File: config.mk
export PLATFORM = sky130hd
export DESIGN_NAME = fifo_multi
export DESIGN_NICKNAME = d
export VERILOG_FILES = /design/src/rtl/fifo_multi.sv
export SDC_FILE = /design/constraint.sdc
export NUM_CORES = 1
export LEC_CHECK = 0
export ABC_AREA = 0
export CORE_MARGIN = 3
export CORE_UTILIZATION = 35
export DETAILED_ROUTE_END_ITERATION = 10
export SYNTH_ARGS = -nofsm -noshare
export SYNTH_HDL_FRONTEND = slang
export SYNTH_SLANG_ARGS = --single-unit
File: constraint.sdc
create_clock -name clk -period 7.4 [get_ports clk]
set_clock_uncertainty 0.15 [all_clocks]
set_input_delay 2.22 -clock clk [delete_from_list [all_inputs] [get_ports clk]]
set_output_delay 2.22 -clock clk [all_outputs]
set_load 0.005 [all_outputs]
File: src/rtl/fifo_multi.sv
// Multi-lane show-ahead FIFO: up to NUM_IN writes and NUM_OUT reads per cycle, zero-latency head view.
// Inserts visible one cycle after write; OUT_ready is derived from registered count only (no same-cycle credit).
module fifo_multi #(
   parameter int WIDTH   = 32,
   parameter int NUM     = 8,
   parameter int NUM_IN  = 2,
   parameter int NUM_OUT = 2
) (
   input  logic                        clk,
   input  logic                        rst,
   input  logic                        IN_flush,
   input  logic [NUM_IN-1:0]           IN_valid,
   input  logic [NUM_IN*WIDTH-1:0]     IN_data,
   output logic                        OUT_ready,
   output logic [NUM_OUT-1:0]          OUT_valid,
   output logic [NUM_OUT*WIDTH-1:0]    OUT_data,
   input  logic [NUM_OUT-1:0]          IN_ready,
   output logic [$clog2(NUM):0]        free
);

   localparam int IW = $clog2(NUM);
   localparam int CW = IW + 1;

   logic [WIDTH-1:0] mem [NUM];
   logic [IW-1:0]    index_in;
   logic [IW-1:0]    index_out;
   logic [CW-1:0]    count;
   logic [CW-1:0]    n_in;
   logic [CW-1:0]    n_out;

   assign OUT_ready = (count <= CW'(NUM - NUM_IN));
   assign free      = CW'(NUM) - count;

   for (genvar g = 0; g < NUM_OUT; g++) begin : g_out
      assign OUT_valid[g]              = (count > CW'(g));
      assign OUT_data[g*WIDTH +: WIDTH] = mem[index_out + IW'(g)];
   end

   // Only an unbroken run of valid lanes starting at lane 0 is accepted.
   always_comb begin
      logic stop;
      n_in = '0;
      stop = 1'b0;
      for (int i = 0; i < NUM_IN; i++) begin
         if (!stop && IN_valid[i]) n_in = n_in + CW'(1);
         else                      stop = 1'b1;
      end
      if (!OUT_ready) n_in = '0;
   end

   always_comb begin
      logic stop;
      n_out = '0;
      stop  = 1'b0;
      for (int i = 0; i < NUM_OUT; i++) begin
         if (!stop && IN_ready[i] && OUT_valid[i]) n_out = n_out + CW'(1);
         else                                      stop  = 1'b1;
      end
   end

   always_ff @(posedge clk) begin
      if (!rst && !IN_flush) begin
         for (int i = 0; i < NUM_IN; i++) begin
            if (CW'(i) < n_in) mem[index_in + IW'(i)] <= IN_data[i*WIDTH +: WIDTH];
         end
      end
   end

   always_ff @(posedge clk) begin
      if (rst || IN_flush) begin
         index_in  <= '0;
         index_out <= '0;
         count     <= '0;
      end else begin
         index_in  <= index_in + n_in[IW-1:0];
         index_out <= index_out + n_out[IW-1:0];
         count     <= count + n_in - n_out;
      end
   end

   always_ff @(posedge clk) begin
      if (!rst) begin
         assert (count <= CW'(NUM));
         assert (n_out <= count);
         assert ((CW+1)'(count) + (CW+1)'(n_in) <= (CW+1)'(NUM));
      end
   end

endmodule

==> metrics.txt <==
final period utilization 81.5%; reg2reg end mem[0][18]$_DFFE_PP_; power per cell area 232 mW/mm²; Fin Setup TNS 0 ns; maximum ir drop on the vdd rail 174 µV; Clk Latency, worst-skew pair 0.58 ns; Via density 5.39; ys async rst share 0%; RSZ-0062 raised after global routing no; WP data arrival 3.66 ns; Worst path depth 5; CTS buffer count 31; Hold Path Stages 2; power after layout 4.42 mW; Unique masters post-synth 43; H-tree depth 1; CTS tree done; status complete, no violations; Syn Nets 979; Via Count 8,849; global route overflow 0; Resize count post-CTS 0; hpwl dp 25,500 µm; CP max stage delay 0.60 ns; DRT antenna net count 0; Die W 221 µm; final std cells w/o fill 1,643; post-synth top area cell edfxtp_1; Critical Path, Cell by Cell buf_4, buf_4, mux4_2, mux2_2, clkdlybuf4s50_1; Hold Path End count[0]$_SDFF_PP0_; Relative slew margins 27.2%; post-synth top area share 47.6%; initial DRC count 529; Fin. Hold Viols 0; reg2reg path depth 6; commonest non-fill, non-tap cell in the layout edfxtp_1; CP top delay family buffers and inverters; fin nets 1,106; min cycle time layout 6.03 ns; WS Path Type register to primary output; global-route wire length before repair 62,000 µm; max-cap viol count 0; Routed WL per cell 25.6 µm; reg-to-reg slack, setup 3.43 ns; ys flop type edfxtp_1; Yosys Warn Count 0; total core area 0.0455 mm²; Syn Inst Count 889; die footprint 0.0487 mm²; WL final 42,100 µm; Avg Cell Area, Syn 18.2 µm²; placed cell count 1,583; worst path required time 5.03 ns; share of layout cells above drive strength 1 51.1%; DRT Pass-1 Iters 4; largest net degree at the start of global routing 130; GRT Util Overall 17.2%; crit path buf inv count 3; Lkg Pwr 6.28 nW; most frequent CP cell buf_4; vias in the first global route 9,552; worst hold path class register to register; fmax 166 MHz; Post-Syn Area 0.0161 mm²; I/O pin count 142; worst hold start count[0]$_SDFF_PP0_; Die Height 221 µm; row count 78; CTS max path bufs 3; port bufs 141; Reg clk slew, reported paths 0.06 ns; Setup Buffers After CTS 0; EDFF count, synth 256; CP max-delay cell buf_4; # setup viols final 0; crit end category primary output; synth top area cells edfxtp_1 48%, mux4_2 18%, mux2_2 13%; RR Startpoint index_in[0]$_SDFF_PP0_; initial antenna violation count 4; Slew Viols, Final 0; root buffer cell clkbuf_16; Initial Util 35.5%; Sink Count 266; placer congestion estimate 0.712; Worst Max-Slew Pin Slew 1.09 ns; register area share after synthesis 48.9%; number of synthesized register bits 266; Residual DRC 0; Max FO, Critical Path 28; Worst setup SP type register; synth-to-layout area growth 18.1%; most frequent cells in the layout 256 x edfxtp_1, 192 x mux2_2, 141 x clkdlybuf4s50_1; CTS Hold Bufs 0
cells by family after synthesis:
group / Yosys count / share of synthesized area, %
compound gates: 12 / 0.457
xor+xnor: 9 / 0.651
fa+ha+maj: 19 / 1.66
buf+inv: 77 / 3.33
flops: 266 / 48.9
mux: 449 / 43.0
simple gates: 57 / 1.99
worst min-delay path, stage by stage, from the launching register on:
cell and delay, ns:
dfxtp_1 0.43, ha_1 0.16, and2_1 0.10
worst max-delay path by stage:
stage | start | endpoint | slack [ns]
final | index_out[1]$_SDFF_PP0_ | OUT_data[4] | 1.37
after global routing | index_out[1]$_SDFF_PP0_ | OUT_data[20] | 1.06
after CTS | index_out[1]$_SDFF_PP0_ | OUT_data[10] | 1.20
after detailed placement | IN_valid[1] | mem[0][7]$_DFFE_PP_ | 1.82
after global placement | index_out[1]$_SDFF_PP0_ | OUT_data[20] | 1.84
after floorplan | rst | mem[3][0]$_DFFE_PP_ | 2.33
Yosys cell counts (10+ instances only):
master    instances
clkbuf_1         17
buf_2            28
edfxtp_1        256
mux2_4          120
nor2_1           14
mux4_2          128
buf_6            12
mux2_2          192
dfxtp_1          10
ha_1             15
layout make-up:
type                            instances  area (µm²)
Multi-Input combinational cell        546        7820
Clock buffer                           44         835
Inverter                                8        30.0
Tap cell                              600         751
Antenna cell                            2        5.00
Sequential cell                       266        7900
Timing Repair Buffer                  163        1590
Clock inverter                         14         126
Fill cell                            4166       26400
flip-flops by register name, indices dropped and copies added, names as in the netlist:
signal / flops
index_in: 3
index_out: 3
count: 4
mem: 256
per-layer routing:
metal	up-vias	share of wire, %	GRT usage [%]
met2	194	52	30.9
met3	55	4.4	2.93
met5	-	0.097	0
met1	4670	42	22.1
li1	3924	-	-
met4	6	1.9	3.35
metrics by stage:
step,hold WS (ns),util [%],setup WS (ns),area [µm²]
floorplan,0.445,-,2.33,16100
global placement,0.556,39.8,1.84,18100
detailed placement,0.565,39.8,1.82,18100
CTS,0.581,41.9,1.20,19100
global route,0.624,41.9,1.06,19100
finish,0.572,41.9,1.37,19100
power breakdown:
group	internal (mW)	switching [mW]
logic	0.728	0.491
registers	1.69	0.0302
clock network	0.852	0.630
total	3.27	1.15
Note: power is estimated with default switching activity, not from simulation.
